### src/rtl/fp_pkg.sv
// Shared definitions for the IEEE-754 multiplier datapath.
// Holds the per-format field widths and exponent bias, the canonical quiet-NaN
// and infinity bit patterns, and the controller state encoding.
// The pattern functions return 64-bit values; binary32 users take the low 32 bits.
package fp_pkg;

  typedef enum logic [1:0] {
    IDLE  = 2'd0,
    MULT  = 2'd1,
    ROUND = 2'd2,
    DONE  = 2'd3
  } state_e;

  function automatic int fmt_exp_w(input bit is_double);
    return is_double ? 11 : 8;
  endfunction

  function automatic int fmt_frac_w(input bit is_double);
    return is_double ? 52 : 23;
  endfunction

  function automatic int fmt_bias(input bit is_double);
    return is_double ? 1023 : 127;
  endfunction

  // Canonical quiet NaN: positive sign, all-ones exponent, fraction MSB set.
  function automatic logic [63:0] fmt_qnan(input bit is_double);
    return is_double ? 64'h7FF8_0000_0000_0000 : 64'h0000_0000_7FC0_0000;
  endfunction

  // Positive infinity; callers replace the sign bit.
  function automatic logic [63:0] fmt_inf(input bit is_double);
    return is_double ? 64'h7FF0_0000_0000_0000 : 64'h0000_0000_7F80_0000;
  endfunction

endpackage

### src/rtl/mant_shift_add_mul.sv
// Iterative unsigned mantissa multiplier, one multiplier bit per cycle.
// Ports:
//   clk, rst     clock and synchronous active-high reset
//   start_i      load operands and clear the accumulator (one-cycle pulse)
//   a_i, b_i     MW-bit multiplicand / multiplier
//   done_o       high during the cycle that consumes the last multiplier bit;
//                product_o holds the full product from the following cycle
//   product_o    2*MW-bit product accumulator
module mant_shift_add_mul #(
  parameter int MW = 24
) (
  input  logic            clk,
  input  logic            rst,
  input  logic            start_i,
  input  logic [MW-1:0]   a_i,
  input  logic [MW-1:0]   b_i,
  output logic            done_o,
  output logic [2*MW-1:0] product_o
);

  localparam int CW = $clog2(MW);
  localparam logic [CW-1:0] LAST = CW'(MW - 1);

  logic [2*MW-1:0] acc_q;
  logic [2*MW-1:0] mcand_q;
  logic [MW-1:0]   mplier_q;
  logic [CW-1:0]   cnt_q;
  logic            busy_q;

  // The multiplicand shifts left while the multiplier shifts right, so each
  // step only needs to inspect mplier_q[0].
  always_ff @(posedge clk) begin
    if (rst) begin
      acc_q    <= '0;
      mcand_q  <= '0;
      mplier_q <= '0;
      cnt_q    <= '0;
      busy_q   <= 1'b0;
    end else if (start_i) begin
      acc_q    <= '0;
      mcand_q  <= {{MW{1'b0}}, a_i};
      mplier_q <= b_i;
      cnt_q    <= '0;
      busy_q   <= 1'b1;
    end else if (busy_q) begin
      if (mplier_q[0]) begin
        acc_q <= acc_q + mcand_q;
      end
      mcand_q  <= mcand_q << 1;
      mplier_q <= mplier_q >> 1;
      cnt_q    <= cnt_q + CW'(1);
      if (cnt_q == LAST) begin
        busy_q <= 1'b0;
      end
    end
  end

  assign done_o    = busy_q && (cnt_q == LAST);
  assign product_o = acc_q;

endmodule

### src/rtl/fp_mult_core.sv
// Sequential IEEE-754 multiplier (binary32 or binary64) with flush-to-zero
// inputs, round-to-nearest-even and flush-to-zero on underflow.
// Ports:
//   clk, rst             clock and synchronous active-high reset
//   in_valid / in_ready  operand handshake; in_ready only in IDLE
//   op1, op2             operands
//   opcode               0 = NOP (result 0), 1 = multiply
//   err_in               upstream analyzer error, forces qNaN + error
//   out_valid/out_ready  result handshake; result held until accepted
//   result               product
//   error                NaN operand, 0*inf or err_in
//   overflow             finite product too large, result = signed inf
//   underflow            product below normal range, result = signed zero
//
// state | meaning
// IDLE  | waiting for an operand set; classifies it on acceptance
// MULT  | shift-add mantissa multiply in progress
// ROUND | normalise, round to nearest-even, range check, pack
// DONE  | result presented until out_ready
module fp_mult_core
  import fp_pkg::*;
#(
  parameter bit IS_DOUBLE = 1'b0,
  parameter int WIDTH     = IS_DOUBLE ? 64 : 32
) (
  input  logic             clk,
  input  logic             rst,
  input  logic             in_valid,
  output logic             in_ready,
  input  logic [WIDTH-1:0] op1,
  input  logic [WIDTH-1:0] op2,
  input  logic             opcode,
  input  logic             err_in,
  output logic             out_valid,
  input  logic             out_ready,
  output logic [WIDTH-1:0] result,
  output logic             error,
  output logic             overflow,
  output logic             underflow
);

  localparam int EXP_W  = fmt_exp_w(IS_DOUBLE);
  localparam int FRAC_W = fmt_frac_w(IS_DOUBLE);
  localparam int BIAS   = fmt_bias(IS_DOUBLE);
  localparam int MW     = FRAC_W + 1;
  localparam int PW     = 2 * MW;
  // Two extra bits hold the exponent sum range and its sign.
  localparam int EW     = EXP_W + 2;

  localparam logic [63:0]          QNAN64   = fmt_qnan(IS_DOUBLE);
  localparam logic [63:0]          INF64    = fmt_inf(IS_DOUBLE);
  localparam logic [WIDTH-1:0]     QNAN     = QNAN64[WIDTH-1:0];
  localparam logic [WIDTH-1:0]     INF_MAG  = INF64[WIDTH-1:0];
  localparam logic [EXP_W-1:0]     EXP_ONES = '1;
  localparam logic signed [EW-1:0] E_MAX    = EW'(2**EXP_W - 1);
  localparam logic signed [EW-1:0] E_ZERO   = '0;

  state_e                 state_q;
  logic [WIDTH-1:0]       result_q;
  logic                   error_q;
  logic                   overflow_q;
  logic                   underflow_q;
  logic                   sign_q;
  logic signed [EW-1:0]   exp_q;

  // Operand fields and classification (valid only while in IDLE).
  logic                   s1, s2, s_in;
  logic [EXP_W-1:0]       e1, e2;
  logic [FRAC_W-1:0]      f1, f2;
  logic                   nan1, nan2, inf1, inf2, zero1, zero2;
  logic                   invalid_in, normal_in, mul_start;
  logic signed [EW-1:0]   exp_sum;

  assign s1 = op1[WIDTH-1];
  assign s2 = op2[WIDTH-1];
  assign e1 = op1[WIDTH-2 -: EXP_W];
  assign e2 = op2[WIDTH-2 -: EXP_W];
  assign f1 = op1[FRAC_W-1:0];
  assign f2 = op2[FRAC_W-1:0];

  assign s_in  = s1 ^ s2;
  assign nan1  = (e1 == EXP_ONES) && (f1 != '0);
  assign nan2  = (e2 == EXP_ONES) && (f2 != '0);
  assign inf1  = (e1 == EXP_ONES) && (f1 == '0);
  assign inf2  = (e2 == EXP_ONES) && (f2 == '0);
  // Denormals count as zero: inputs are flushed.
  assign zero1 = (e1 == '0);
  assign zero2 = (e2 == '0);

  assign invalid_in = nan1 | nan2 | (inf1 & zero2) | (zero1 & inf2);
  assign normal_in  = opcode & ~err_in & ~invalid_in &
                      ~inf1 & ~inf2 & ~zero1 & ~zero2;
  assign mul_start  = (state_q == IDLE) && in_valid && normal_in;
  assign exp_sum    = EW'(e1) + EW'(e2) - EW'(BIAS);

  logic          mul_done;
  logic [PW-1:0] product;

  mant_shift_add_mul #(.MW(MW)) u_mul (
    .clk       (clk),
    .rst       (rst),
    .start_i   (mul_start),
    .a_i       ({1'b1, f1}),
    .b_i       ({1'b1, f2}),
    .done_o    (mul_done),
    .product_o (product)
  );

  // Rounding datapath, consumed in ROUND once the product is complete.
  // The product of two 1.x mantissas lies in [1,4); normalising left-aligns
  // the leading one at PW-1 so the field positions below are fixed.
  logic                 p_msb;
  logic [PW-1:0]        p_norm;
  logic [FRAC_W-1:0]    frac_t;
  logic                 guard, sticky, rnd_up;
  logic [MW-1:0]        frac_sum;
  logic signed [EW-1:0] exp_rnd;
  logic [WIDTH-1:0]     round_res;
  logic                 round_ovf, round_unf;

  always_comb begin
    p_msb     = product[PW-1];
    p_norm    = p_msb ? product : (product << 1);
    frac_t    = p_norm[PW-2 -: FRAC_W];
    guard     = p_norm[FRAC_W];
    sticky    = |p_norm[FRAC_W-1:0];
    rnd_up    = guard & (sticky | frac_t[0]);
    // A carry out of the fraction leaves it all zeros, i.e. mantissa 1.0
    // one binade up.
    frac_sum  = {1'b0, frac_t} + MW'(rnd_up);
    exp_rnd   = exp_q + EW'(p_msb) + EW'(frac_sum[FRAC_W]);
    round_res = {sign_q, exp_rnd[EXP_W-1:0], frac_sum[FRAC_W-1:0]};
    round_ovf = 1'b0;
    round_unf = 1'b0;
    if (exp_rnd >= E_MAX) begin
      round_res = {sign_q, INF_MAG[WIDTH-2:0]};
      round_ovf = 1'b1;
    end else if (exp_rnd <= E_ZERO) begin
      round_res = {sign_q, {(WIDTH-1){1'b0}}};
      round_unf = 1'b1;
    end
  end

  always_ff @(posedge clk) begin
    if (rst) begin
      state_q     <= IDLE;
      result_q    <= '0;
      error_q     <= 1'b0;
      overflow_q  <= 1'b0;
      underflow_q <= 1'b0;
      sign_q      <= 1'b0;
      exp_q       <= '0;
    end else begin
      case (state_q)
        IDLE: begin
          if (in_valid) begin
            result_q    <= '0;
            error_q     <= 1'b0;
            overflow_q  <= 1'b0;
            underflow_q <= 1'b0;
            sign_q      <= s_in;
            exp_q       <= exp_sum;
            state_q     <= DONE;
            // Order matters: NOP, then any error, then inf, then zero.
            if (!opcode) begin
              result_q <= '0;
            end else if (err_in || invalid_in) begin
              result_q <= QNAN;
              error_q  <= 1'b1;
            end else if (inf1 || inf2) begin
              result_q <= {s_in, INF_MAG[WIDTH-2:0]};
            end else if (zero1 || zero2) begin
              result_q <= {s_in, {(WIDTH-1){1'b0}}};
            end else begin
              state_q <= MULT;
            end
          end
        end
        MULT: begin
          if (mul_done) begin
            state_q <= ROUND;
          end
        end
        ROUND: begin
          result_q    <= round_res;
          error_q     <= 1'b0;
          overflow_q  <= round_ovf;
          underflow_q <= round_unf;
          state_q     <= DONE;
        end
        DONE: begin
          if (out_ready) begin
            state_q <= IDLE;
          end
        end
        default: state_q <= IDLE;
      endcase
    end
  end

  assign in_ready  = (state_q == IDLE);
  assign out_valid = (state_q == DONE);
  assign result    = result_q;
  assign error     = error_q;
  assign overflow  = overflow_q;
  assign underflow = underflow_q;

endmodule

### config.mk
export PLATFORM = sky130hd
export DESIGN_NAME = fp_mult_core
export DESIGN_NICKNAME = d
export VERILOG_FILES = /design/src/rtl/fp_pkg.sv /design/src/rtl/mant_shift_add_mul.sv /design/src/rtl/fp_mult_core.sv
export SDC_FILE = /design/constraint.sdc
export NUM_CORES = 1
export LEC_CHECK = 0
export ABC_AREA = 1
export BUFFER_PORTS_ARGS = -buffer_cell sky130_fd_sc_hd__buf_4
export CORE_MARGIN = 3
export CORE_UTILIZATION = 55
export DETAILED_ROUTE_END_ITERATION = 8
export PLACE_DENSITY = 0.74
export SLEW_MARGIN = 20
export SYNTH_ARGS = -nofsm -noshare
export SYNTH_HDL_FRONTEND = slang
export SYNTH_SLANG_ARGS = --single-unit
### constraint.sdc
create_clock -name clk -period 3.7 [get_ports clk]
set_input_delay 0.555 -clock clk [delete_from_list [all_inputs] [get_ports clk]]
set_output_delay 0.555 -clock clk [all_outputs]
set_load 0.05 [all_outputs]
==> impl_summary.md <==
Worst setup path
The number of cells on the worst reg-to-reg path is 26. At the worst endpoint, the required time is 4.07 ns. The critical setup path kind is register to register. In this run the worst path has a maximum fanout of 11. Setup slack on the worst reg-to-reg path comes out at 0.19 ns. The endpoint of the most critical register-to-register path is result[7]. STA puts the critical path data arrival time at 3.88 ns. STA classifies the critical path endpoint as a register. The startpoint identified for the worst register-to-register timing path is u_mul.product_o[47]. The worst setup path is launched from a register.

Timing
The setup TNS after final layout is 0 ns. The max-slew violation total from the final report is 0. At the pin with the least slew margin, the transition time is 1.02 ns. Hold timing on the final database bottoms out at a slack of 0.345 ns.

The worst slew margin relative to its limit is 32.1%. Between clock sinks in the finished design, the worst skew comes to 0.0166 ns. The time the worst path needs with I/O delays and setup is 3.51 ns. The share of the clock period used by the worst path after layout is 94.9%. Setup violations remaining at the end of the flow were counted as 0.

Derived from the worst setup path, the maximum achievable clock frequency is 285 MHz. The hold violation total from the final report is 0.

Clock network
The clock root buffer master is sky130_fd_sc_hd__clkbuf_16. The clock passes through at most 2 buffers. The number of buffers inserted during clock tree synthesis is 17. The clock input transition at the sequential cells of the worst setup and hold paths is 0.08 ns. The H-tree was split into 4 levels. TritonCTS built the clock tree.

The tree built by TritonCTS fans out to 174 sinks. The clock latency on the worst-skew pair is 0.44 ns.

Min path
The sink of the worst hold path is u_mul.mcand_q[10]. The number of cells on the worst hold path is 3. The path class of the tightest hold or removal check is input port to register. The startpoint identified for the worst hold timing path is op1[10].

Synth
The synthesized net count is 2,298. Of all flip-flops after synthesis, the portion carrying an async set or reset was 0%. The synthesized netlist cell count is 2,157. The total of flip-flops plus latches after synthesis is 174.

During synthesis, Yosys emitted a total of 0 warnings. The number of synthesized flops with an enable pin is 0. The average cell area after synthesis is 6.02 sq um. The distinct cell type count after synthesis is 48. The cell area that synthesis handed to floorplanning was 13,000 sq um.

The proportion of synthesized chip area in sequential cells is 26.8%. The prevailing post-synth register cell is sky130_fd_sc_hd__dfxtp_1.

Power
Sequential cells account for 37.9% of the total power. Across the VDD grid, the largest voltage drop is 0.000255 V. In this run switching power makes up 35.2% of total power. Per report_power, the combinational group accounts for 28.1% of the total. The leakage dissipation is 0.00707 uW. The switching power summed over all nets is 2020 uW.

For this design the ratio of total power to cell area is 386 nW/um^2. The internal power of the cells totals 3710 uW. The power share of the clock group is 34.0%.

Floorplan
Measured along the x axis, the die boundary spans 160 um. 107 I/O pins were placed. The placement row count is 55.

The die covers 25,500 sq um. For this configuration, the core starts out at a cell density of 56.6%. Measured along the y axis, the die boundary spans 160 um. The area of the core region is 22,900 sq um.

Place
The count of buffers inserted at the top-level ports is 106. The half-perimeter wire length after detailed placement is 29.9 mm. The routability congestion estimate is 1.01.

Once placement completed, the tool counted placed cells totaling 2,526.

Finish
Once layout is complete, the cells apart from fillers number 2,569. The most common library cell in the layout ignoring fill and taps is sky130_fd_sc_hd__nand2_1. The number of antenna diodes in the final layout is 0. In the layout the commonest cells are 706 x sky130_fd_sc_hd__nand2_1, 265 x sky130_fd_sc_hd__nor2_1, 240 x sky130_fd_sc_hd__inv_1.

For this run, the share of the core covered by cells in the final layout is 64.7%. The net total in the final layout is 2,385. In the final layout, the share of cells above drive strength 1 is 12.0%. The synthesis-to-finish area growth is 14.2%.

Drt
The total via count after detailed routing is 13,800. In this run the remaining antenna-violating nets after routing total 0. Dividing the detail-routed wire length by the instance count gives 15.3 um. The DRC violations left is 0. The wire length reported by the detailed router is 39.2 mm. After detailed routing, the number of vias per cell comes to 5.36. The initial DRC count is 1,124. The number of iterations in the first detailed-routing pass is 6.

Outcome
The run finished with clean final reports.

Run
The reported max-cap violation count is 0.

Global routing
The total global-route track usage is 29.9%. The total overflow left after global routing is 0. The number of antenna violations at the first check in global routing was 0. The via count of the first global-routing pass is 12,700. The pin count of the biggest net entering global routing is 97. The first global-routing pass estimated 62.9 mm of wire.
[registers in the layout, indices dropped and copies added (netlist names)]
signal	flops
state_q	2
underflow	1
overflow	1
u_mul.mplier_q	24
error	1
u_mul.cnt_q	5
u_mul.busy_q	1
u_mul.product_o	48
sign_q	1
exp_q	10
result	32
u_mul.mcand_q	48
[cells in the mapped netlist, types with 4 or more instances]
library cell,instances,area (sq um)
sky130_fd_sc_hd__clkinv_1,4,15.0
sky130_fd_sc_hd__or2_2,16,100
sky130_fd_sc_hd__nor3_1,23,115
sky130_fd_sc_hd__o21bai_1,7,52.6
sky130_fd_sc_hd__xnor2_1,8,70.1
sky130_fd_sc_hd__buf_6,12,135
sky130_fd_sc_hd__nand4_1,52,325
sky130_fd_sc_hd__o21ai_2,7,61.3
sky130_fd_sc_hd__nand3_2,8,80.1
sky130_fd_sc_hd__nand2_1,714,2680
sky130_fd_sc_hd__a21oi_1,181,906
sky130_fd_sc_hd__o21a_1,4,30.0
sky130_fd_sc_hd__nor2_4,4,45.0
sky130_fd_sc_hd__inv_1,244,916
sky130_fd_sc_hd__clkbuf_1,42,158
sky130_fd_sc_hd__nand3b_1,11,82.6
sky130_fd_sc_hd__xor2_1,23,201
sky130_fd_sc_hd__dfxtp_1,174,3480
sky130_fd_sc_hd__nor2_1,267,1000
sky130_fd_sc_hd__buf_2,11,55.1
sky130_fd_sc_hd__nor2_2,6,37.5
sky130_fd_sc_hd__o21ai_0,69,345
sky130_fd_sc_hd__ha_1,68,851
sky130_fd_sc_hd__nand2_2,14,87.6
sky130_fd_sc_hd__o21ai_1,7,35.0
sky130_fd_sc_hd__nand3_1,127,636
sky130_fd_sc_hd__nor4_1,6,37.5
sky130_fd_sc_hd__inv_2,5,18.8
sky130_fd_sc_hd__o211ai_1,5,37.5
sky130_fd_sc_hd__a21oi_2,10,87.6
[routing by layer]
metal  track usage (%)  part of all wire, %
met5                 0                    0
met4              9.19                  2.5
met3              3.55                  4.7
met2              51.1                   48
met1              39.5                   45
[critical path: stages (launching register included)]
cell and delay (ns):
sky130_fd_sc_hd__dfxtp_4 0.39, sky130_fd_sc_hd__clkbuf_16 0.18, sky130_fd_sc_hd__nand2_1 0.09, sky130_fd_sc_hd__nand2_1 0.07, sky130_fd_sc_hd__inv_2 0.06, sky130_fd_sc_hd__nand2_2 0.07, sky130_fd_sc_hd__nor2_4 0.13, sky130_fd_sc_hd__nand3_2 0.09
sky130_fd_sc_hd__nor2_1 0.11, sky130_fd_sc_hd__inv_1 0.07, sky130_fd_sc_hd__nor4_2 0.13, sky130_fd_sc_hd__nand4_1 0.20, sky130_fd_sc_hd__fa_2 0.41, sky130_fd_sc_hd__inv_2 0.07, sky130_fd_sc_hd__nand2_2 0.07, sky130_fd_sc_hd__nor2_4 0.23
sky130_fd_sc_hd__nand3_2 0.12, sky130_fd_sc_hd__nand2_1 0.08, sky130_fd_sc_hd__nand2_2 0.06, sky130_fd_sc_hd__clkinv_1 0.06, sky130_fd_sc_hd__nand2_2 0.09, sky130_fd_sc_hd__nor2_4 0.10, sky130_fd_sc_hd__inv_2 0.07, sky130_fd_sc_hd__nor2_8 0.14
sky130_fd_sc_hd__buf_4 0.15, sky130_fd_sc_hd__nand3_1 0.08, sky130_fd_sc_hd__a21oi_2 0.13
[what timing repair did]
action,CTS,global route
hold buffers,0,0
endpoints found under the setup margin,0,32
buffers inserted,0,9
gates resized for setup,0,32
[power by group through the flow]
stage,combinational (uW),sequential (uW),clock (uW)
after global routing,1780,2180,2050
after detailed placement,1500,2210,0
after global placement,1470,2210,0
after floorplan,975,2340,0
final,1610,2170,1950
after CTS,1500,2170,1990
[cells by family after synthesis]
family,share of synthesized area [%]
AOI/OAI and AO/OA,12.4
adders and majority gates,7.02
xor gates and xnor gates,2.09
and+or+nand+nor,41.2
buffers and inverters,10.5
DFF,26.8
[worst max path at each step]
stage                       endpoint  slack [ns]                start
final                      result[7]        0.19  u_mul.product_o[47]
after global routing       result[9]       -0.11  u_mul.product_o[47]
after CTS                  result[7]        0.07  u_mul.product_o[47]
after detailed placement   result[4]        0.10  u_mul.product_o[47]
after global placement     result[7]        0.27  u_mul.product_o[47]
after floorplan           result[15]        0.45  u_mul.product_o[47]
[through the flow]
step	worst slack, ns	total power, uW	cell area (sq um)
2_1_floorplan	0.449	3310	13000
3_3_place_gp	0.274	3680	14000
3_5_place_dp	0.101	3700	14000
4_1_cts	0.0721	5660	14600
5_1_grt	-0.112	6020	14800
6_report	0.191	5720	14800
[area by class of cell]
| cell class | instances | area, sq um |
|---|---|---|
| timing repair buffer | 140 | 1150 |
| sequential | 174 | 3490 |
| clock buffer | 18 | 439 |
| inverter | 253 | 952 |
| tap | 313 | 392 |
| fill | 2244 | 8090 |
| clock inverter | 13 | 179 |
| multi-input combinational | 1658 | 8220 |
No activity file was read; power rests on OpenSTA's default activity.
